$ cat src/rtl/pipe_pkg.sv
// pipe_pkg: shared constants, occupancy-width helper and per-stage control bundle
// for the pipe_stage_chain slice.
package pipe_pkg;
   localparam int PERF_CNT_W = 32;
   typedef struct packed {
      logic stall;
      logic flush;
   } stage_ctl_t;
   function automatic int clog2_occ(input int depth);
      return $clog2(depth + 1);
   endfunction
endpackage

$ cat src/rtl/pipe_stage_reg.sv
// pipe_stage_reg: one valid/data pipeline register with flush-over-stall priority.
module pipe_stage_reg import pipe_pkg::*; #(
   parameter int WIDTH = 32
) (
   input  logic             clk,
   input  logic             rst,
   input  stage_ctl_t       ctl_i,
   input  logic             src_valid_i,
   input  logic [WIDTH-1:0] src_data_i,
   input  logic             take_i,
   output logic             offer_o,
   output logic             rdy_o,
   output logic             valid_o,
   output logic [WIDTH-1:0] data_o
);
   logic             valid_q, valid_d, ev;
   logic [WIDTH-1:0] data_q, data_d;
   // a stalled stage keeps its payload, so it must not offer it downstream
   always_comb begin
      ev      = valid_q & ~ctl_i.flush;
      rdy_o   = ctl_i.flush | (~ctl_i.stall & (~ev | take_i));
      offer_o = ev & ~ctl_i.stall;
      valid_d = ctl_i.flush ? 1'b0 : rdy_o ? src_valid_i : valid_q;
      data_d  = (rdy_o & src_valid_i) ? src_data_i : data_q;
   end
   always_ff @(posedge clk or negedge rst) begin
      if (!rst) begin
         valid_q <= 1'b0;
         data_q  <= '0;
      end else begin
         valid_q <= valid_d;
         data_q  <= data_d;
      end
   end
   assign valid_o = valid_q;
   assign data_o  = data_q;
endmodule

$ cat src/rtl/pipe_stage_chain.sv
// pipe_stage_chain: DEPTH-stage valid/ready register chain with per-stage stall/flush.
// Define PIPE_PERF_CNT_EN to add perf_clr/perf_xfer/perf_bubble transfer counters.
module pipe_stage_chain import pipe_pkg::*; #(
   parameter int WIDTH = 32,
   parameter int DEPTH = 4
) (
   input  logic                          clk,
   input  logic                          rst,
   input  logic                          in_valid,
   input  logic [WIDTH-1:0]              in_data,
   output logic                          in_ready,
   input  logic [DEPTH-1:0]              stall,
   input  logic [DEPTH-1:0]              flush,
   output logic                          out_valid,
   output logic [WIDTH-1:0]              out_data,
   input  logic                          out_ready,
`ifdef PIPE_PERF_CNT_EN
   input  logic                          perf_clr,
   output logic [PERF_CNT_W-1:0]         perf_xfer,
   output logic [PERF_CNT_W-1:0]         perf_bubble,
`endif
   output logic [clog2_occ(DEPTH)-1:0]   occ
);
   localparam int OCC_W = clog2_occ(DEPTH);
   // index 0 is the upstream port, index i+1 is stage i; rdy[DEPTH] is the sink
   logic [DEPTH:0]   src_v, rdy;
   logic [WIDTH-1:0] data [DEPTH+1];
   logic [DEPTH-1:0] vld;
   assign src_v[0]   = in_valid;
   assign data[0]    = in_data;
   assign rdy[DEPTH] = out_ready;
   for (genvar i = 0; i < DEPTH; i++) begin : g_stage
      stage_ctl_t ctl;
      assign ctl = '{stall: stall[i], flush: flush[i]};
      pipe_stage_reg #(.WIDTH(WIDTH)) u_stage (
         .clk         (clk),
         .rst         (rst),
         .ctl_i       (ctl),
         .src_valid_i (src_v[i]),
         .src_data_i  (data[i]),
         .take_i      (rdy[i+1]),
         .offer_o     (src_v[i+1]),
         .rdy_o       (rdy[i]),
         .valid_o     (vld[i]),
         .data_o      (data[i+1])
      );
   end
   assign in_ready  = rdy[0];
   assign out_valid = vld[DEPTH-1] & ~flush[DEPTH-1];
   assign out_data  = data[DEPTH];
   always_comb begin
      occ = '0;
      for (int k = 0; k < DEPTH; k++) occ = occ + OCC_W'(vld[k]);
   end
`ifdef PIPE_PERF_CNT_EN
   logic [PERF_CNT_W-1:0] xfer_q, xfer_d, bub_q, bub_d;
   always_comb begin
      xfer_d = perf_clr ? '0 : xfer_q + PERF_CNT_W'(out_valid & out_ready);
      bub_d  = perf_clr ? '0 : bub_q + PERF_CNT_W'(out_ready & ~out_valid);
   end
   always_ff @(posedge clk or negedge rst) begin
      if (!rst) begin
         xfer_q <= '0;
         bub_q  <= '0;
      end else begin
         xfer_q <= xfer_d;
         bub_q  <= bub_d;
      end
   end
   assign perf_xfer   = xfer_q;
   assign perf_bubble = bub_q;
`endif
endmodule

$ cat config.mk
export PLATFORM = sky130hd
export DESIGN_NAME = pipe_stage_chain
export DESIGN_NICKNAME = d
export VERILOG_FILES = /design/src/rtl/pipe_pkg.sv /design/src/rtl/pipe_stage_reg.sv /design/src/rtl/pipe_stage_chain.sv
export SDC_FILE = /design/constraint.sdc
export NUM_CORES = 1
export LEC_CHECK = 0
export CORE_ASPECT_RATIO = 0.9
export CORE_MARGIN = 2
export CORE_UTILIZATION = 36
export CTS_CLUSTER_SIZE = 24
export DETAILED_ROUTE_END_ITERATION = 16
export GPL_TIMING_DRIVEN = 0
export PLACE_DENSITY_LB_ADDON = 0.3
export REMOVE_ABC_BUFFERS = 1
export SYNTH_ARGS = -nofsm -noshare
export SYNTH_HDL_FRONTEND = slang
export SYNTH_HIERARCHICAL = 1
export SYNTH_SLANG_ARGS = --single-unit
$ cat constraint.sdc
create_clock -name clk -period 2.5 [get_ports clk]
set_input_delay 0.25 -clock clk [delete_from_list [all_inputs] [get_ports clk]]
set_output_delay 0.25 -clock clk [all_outputs]
set_load 0.02 [all_outputs]
==> results of run 1 <==
==> repair_timing <==
item / 4_1_cts / 5_1_grt
cloned: 0 / 0
resized for setup: 9 / 11
hold buffers: 1 / 0
buffers inserted: 2 / 2
endpoints found under the setup margin: 34 / 37
pin swaps: 1 / 2
endpoints found under the hold margin: 65 / 0
==> metrics by stage <==
stage | total power (W) | instances | utilization, %
after floorplan | 0.00303 | 300 | -
after global placement | 0.00322 | 582 | 42.7
after detailed placement | 0.00327 | 594 | 43.9
after CTS | 0.00548 | 627 | 47.4
after global routing | 0.00565 | 629 | 47.7
final | 0.00540 | 629 | 47.7
==> registers in the layout (all words and copies together), names as in the netlist <==
signal and cells:
g_stage.u_stage/data_o 128, g_stage.u_stage/valid_o 4
==> report_power, final <==
group	internal (W)	switching [W]
Clock	0.00133	0.000837
Combinational	0.000469	0.000179
Sequential	0.00242	0.000162
Total	0.00422	0.00118
==> layer usage <==
layer	vias to the layer above	GRT usage, %	wire, um
met5	-	0	0
met4	0	4.83	103
met3	10	5.09	452
met2	70	19.3	4700
met1	1509	17.1	4830
li1	1311	-	-
==> worst max-delay path by stage <==
stage	from	endpoint	slack, ps
after global placement	rst	g_stage[3].u_stage/data_o[17]	-3970
final	g_stage[3].u_stage/valid_o	g_stage[0].u_stage/data_o[9]	100
after floorplan	g_stage[3].u_stage/valid_o	g_stage[0].u_stage/data_o[20]	-610
after global routing	g_stage[3].u_stage/valid_o	g_stage[0].u_stage/data_o[9]	-10
after CTS	g_stage[3].u_stage/valid_o	in_ready	-170
after detailed placement	out_ready	in_ready	-730
==> cell type report <==
class                   instances  area (sq um)  share of cell area, %
multi-input cells             159          2260                   30.6
repair buffers                 97          1030                   13.9
inverters                       9          33.8                  0.457
clock inverters                 5          27.5                  0.372
flip-flops and latches        132          3300                   44.7
clock buffers                  25           485                   6.57
well taps                     202           253                   3.42
==> flow_summary.json, run 1 <==
{
  "netlist_area_sq_um": 5740,
  "critical_path_buf_inv_count": 3,
  "insertedDiodeCount": 0,
  "ioPinCount": 81,
  "reg2reg_depth": 11,
  "hold_slack_ps": 386,
  "htree_levels": 4,
  "cp.arrival_ps": 2700,
  "finalHoldViolations": 0,
  "setup-violations-final": 0,
  "fillerInstances": 1321,
  "avgViaCountPerCell": 4.61,
  "final_common_cell": "dfrtp_1",
  "period_needed_ps": 2400,
  "final_cell_mix": "dfrtp_1, mux2_4, clkdlybuf4s50_1, clkbuf_16, buf_8",
  "relSlewSlack_pct": 30.9,
  "gp_congestion": 0.706,
  "initial_utilization_pct": 37.0,
  "cts.sinks": 132,
  "status": "completed",
  "worst-setup-path-type": "register to register",
  "critPathSlowestCell": "dfrtp_1",
  "routedWlPerCell_um": 16.0,
  "synth-warning-count": 6,
  "critPathMaxFanout": 9,
  "max_stage_delay_ps": 410,
  "cts_tree": "built",
  "grt_max_degree": 68,
  "insertion_delay_ps": 420,
  "hp-class": "primary input to async pin",
  "p_leak_nw": 3.67,
  "drt_wl_total_um": 10100,
  "ant_nets": 0,
  "avgSynthCellArea_sq_um": 18.4,
  "clk_pin_slew_ps": 50,
  "cts_buffers": 17,
  "grt.overflow.total": 0,
  "cp.required_ps": 2790,
  "fin_area_sq_um": 7390,
  "area_growth_pct": 28.9,
  "slew_violations": 0,
  "nets": 463,
  "path_cells": "nor2b_4, o21bai_4, nor2b_4, o21bai_4, nor2b_2, o21bai_2, buf_4, o311ai_4, buf_8, buf_8, mux2_4",
  "clk_path_buf_depth": 2,
  "drv_cap": 0,
  "die_w_um": 137,
  "finalWorstSetupSlack_ps": 95.6,
  "portBuffers": 80,
  "cp-end-kind": "register",
  "placed_area_sq_um": 6810,
  "grt_usage_pct": 13.0,
  "drt_iter0_drc": 79,
  "synth_cells": 312,
  "fp-row-count": 43,
  "critical-path-top-delay-family": "compound AO/OA/AOI/OAI gates",
  "core_sq_um": 15500,
  "clockRootBuffer": "clkbuf_16",
  "fmax_mhz": 416,
  "first_global_vias": 3125,
  "drtPass1Iterations": 4,
  "finClkSkew_ps": 15.3,
  "crit_cells": 11,
  "die_area_sq_um": 17000,
  "dp_hpwl_um": 6680,
  "grt_first_pass_wirelength_um": 16400,
  "grt_antenna_before_repair": 0,
  "tightest_slew_ps": 1030,
  "post-route-period-util_pct": 96.2,
  "drive_gt1_share_pct": 44.7,
  "die_h_um": 124,
  "drc_errors": 0,
  "ir_drop_mv": 0.466,
  "timing.setup.tns_ps": 0,
  "r2r_start": "g_stage[3].u_stage/valid_o",
  "start_kind": "register",
  "r2r-end": "g_stage[0].u_stage/data_o[9]",
  "rrSetupSlack_ps": 100,
  "dpl_worst_slack_ps": -730,
  "vias": 2900,
  "pwr_density_cell_nw_per_um2": 730
}
(Power assumes the default switching activity.)
==> inputs of run 2 (changes only) <==
- CORE_UTILIZATION: 36 -> 30
==> run 2 against run 1 <==
Net effect:
- die area up 19%
- clock power grew 24%
- critical path type is now register to output pin
- final cell count rose by 7.5%
- via count decreased by 0.48%
- sequential cell count unchanged
- power is 9.6% higher
- global-route usage fell by 1.9 points
- combinational power is essentially flat
==> flow_summary.json, run 2 (same netlist as run 1, synthesis figures left out) <==
{
  "worst-setup-path-type": "register to output pin",
  "max_stage_delay_ps": 400,
  "finalHoldViolations": 0,
  "hp-class": "primary input to async pin",
  "fp-row-count": 47,
  "final_core_util_pct": 41.0,
  "slew_violations": 0,
  "cp.arrival_ps": 2120,
  "grt_max_degree": 83,
  "post-route-period-util_pct": 94.8,
  "clockRootBuffer": "clkbuf_16",
  "vias": 2886,
  "core_sq_um": 18600,
  "die_w_um": 150,
  "grt_usage_pct": 11.1,
  "fmax_mhz": 422,
  "path_cells": "nor2b_4, o21bai_4, nor2b_4, o21bai_4, nor2b_2, o21bai_4, nor2b_2, o21bai_1, buf_4",
  "dp_hpwl_um": 6950,
  "first_global_vias": 3213,
  "cp.required_ps": 2250,
  "cts_tree": "built",
  "setup-violations-final": 0,
  "ant_nets": 0,
  "drc_errors": 0,
  "timing.setup.tns_ps": 0,
  "die_h_um": 135,
  "insertion_delay_ps": 410,
  "insertedDiodeCount": 0,
  "ir_drop_mv": 0.398,
  "finClkSkew_ps": 8.29,
  "rsz0062_at_grt": "no",
  "start_kind": "register",
  "grt_first_pass_wirelength_um": 17200,
  "area_growth_pct": 32.7,
  "htree_levels": 4,
  "pwr_density_cell_nw_per_um2": 776,
  "nets": 465,
  "clk_pin_slew_ps": 60,
  "drt_iter0_drc": 99,
  "drv_cap": 0,
  "initial_utilization_pct": 30.9,
  "clk_path_buf_depth": 2,
  "cts_buffers": 17,
  "relSlewSlack_pct": 34.4,
  "avgViaCountPerCell": 4.27,
  "grt_use_met1_pct": 14.8,
  "largest_register_ffs": 128,
  "period_needed_ps": 2370,
  "final_cell_mix": "dfrtp_1, mux2_4, clkdlybuf4s50_1, clkbuf_16, inv_1",
  "cp-end-kind": "output pin",
  "critPathSlowestCell": "dfrtp_1",
  "drt_wl_total_um": 10400,
  "drive_gt1_share_pct": 46.6,
  "final_common_cell": "dfrtp_1",
  "ioPinCount": 81,
  "met2_usage_pct": 16.5,
  "grt.overflow.total": 0,
  "portBuffers": 80,
  "p_leak_nw": 3.75,
  "gp_congestion": 0.683,
  "routedWlPerCell_um": 15.4,
  "critPathMaxFanout": 3,
  "cp_common_cell": "o21bai_4",
  "die_area_sq_um": 20300,
  "busiest_layer": "met2",
  "tightest_slew_ps": 981,
  "grtUsageMet3_pct": 3.91,
  "status": "completed",
  "cts.sinks": 132,
  "drtPass1Iterations": 4,
  "placed_area_sq_um": 6870,
  "grt_antenna_before_repair": 0,
  "fin_area_sq_um": 7610
}
run 2: cell count changes in the layout (fill, tap and decap cells not counted), sizes merged:
cell      delta
clkbuf       -7
bufinv       +4
inv          +3
buf          +2
clkinv       +1
clkinvlp     +1
run 2: what timing repair did:
item	4_1_cts	5_1_grt
endpoints found under the hold margin	50	0
resized for setup	9	13
setup endpoints to repair	38	40
setup buffers	4	3
pin swaps	1	5
hold buffers	1	0
run 2: worst paths after layout:
check	slack, ps	endpoint	cells past startpoint	startpoint
max	130	in_ready	9	g_stage[3].u_stage/valid_o
max in group asynchronous	1370	g_stage[1].u_stage/data_o[2]	3	rst
max reg2reg	170	g_stage[1].u_stage/data_o[31]	9	g_stage[3].u_stage/valid_o
min in group clk	450	g_stage[0].u_stage/data_o[25]	2	in_data[25]
min	350	g_stage[3].u_stage/data_o[17]	2	rst
min reg2reg	500	g_stage[2].u_stage/data_o[31]	1	g_stage[1].u_stage/data_o[31]
run 2: final cells by class:
| type | count | area (sq um) |
|---|---|---|
| clock buffers | 18 | 439 |
| clock inverters | 14 | 200 |
| inverters | 9 | 33.8 |
| flip-flops and latches | 132 | 3300 |
| fillers | 1719 | 11000 |
| well taps | 245 | 307 |
| repair buffers | 99 | 1060 |
| multi-input cells | 159 | 2270 |
run 2: power breakdown:
part	total [W]	switching (W)	internal (W)
registers	0.00258	0.000159	0.00242
clock network	0.00268	0.000971	0.00171
logic	0.000650	0.000180	0.000470
total	0.00591	0.00131	0.00460
run 2: worst max-delay path: cells and delay by family, from the launching register on:
kind,cells,cell delay [ps]
AOI/OAI and AO/OA,4,770
buffers and inverters,1,180
and+or+nand+nor,4,360
DFF,1,400
run 2: per-layer routing:
metal	part of all wire [%]	vias to the layer above
li1	-	1328
met2	46	61
met5	0	-
met4	1.5	0
met3	4.9	11
met1	48	1486
run 2: through the flow:
step | cells | hold WS [ps] | total power [W] | worst slack (ps)
4_1_cts | 673 | 353 | 0.00601 | -200
2_1_floorplan | 300 | -45.6 | 0.00303 | -607
3_3_place_gp | 625 | 482 | 0.00322 | -4090
6_report | 676 | 351 | 0.00591 | 131
5_1_grt | 676 | 389 | 0.00617 | 12.2
3_5_place_dp | 636 | 226 | 0.00326 | -962
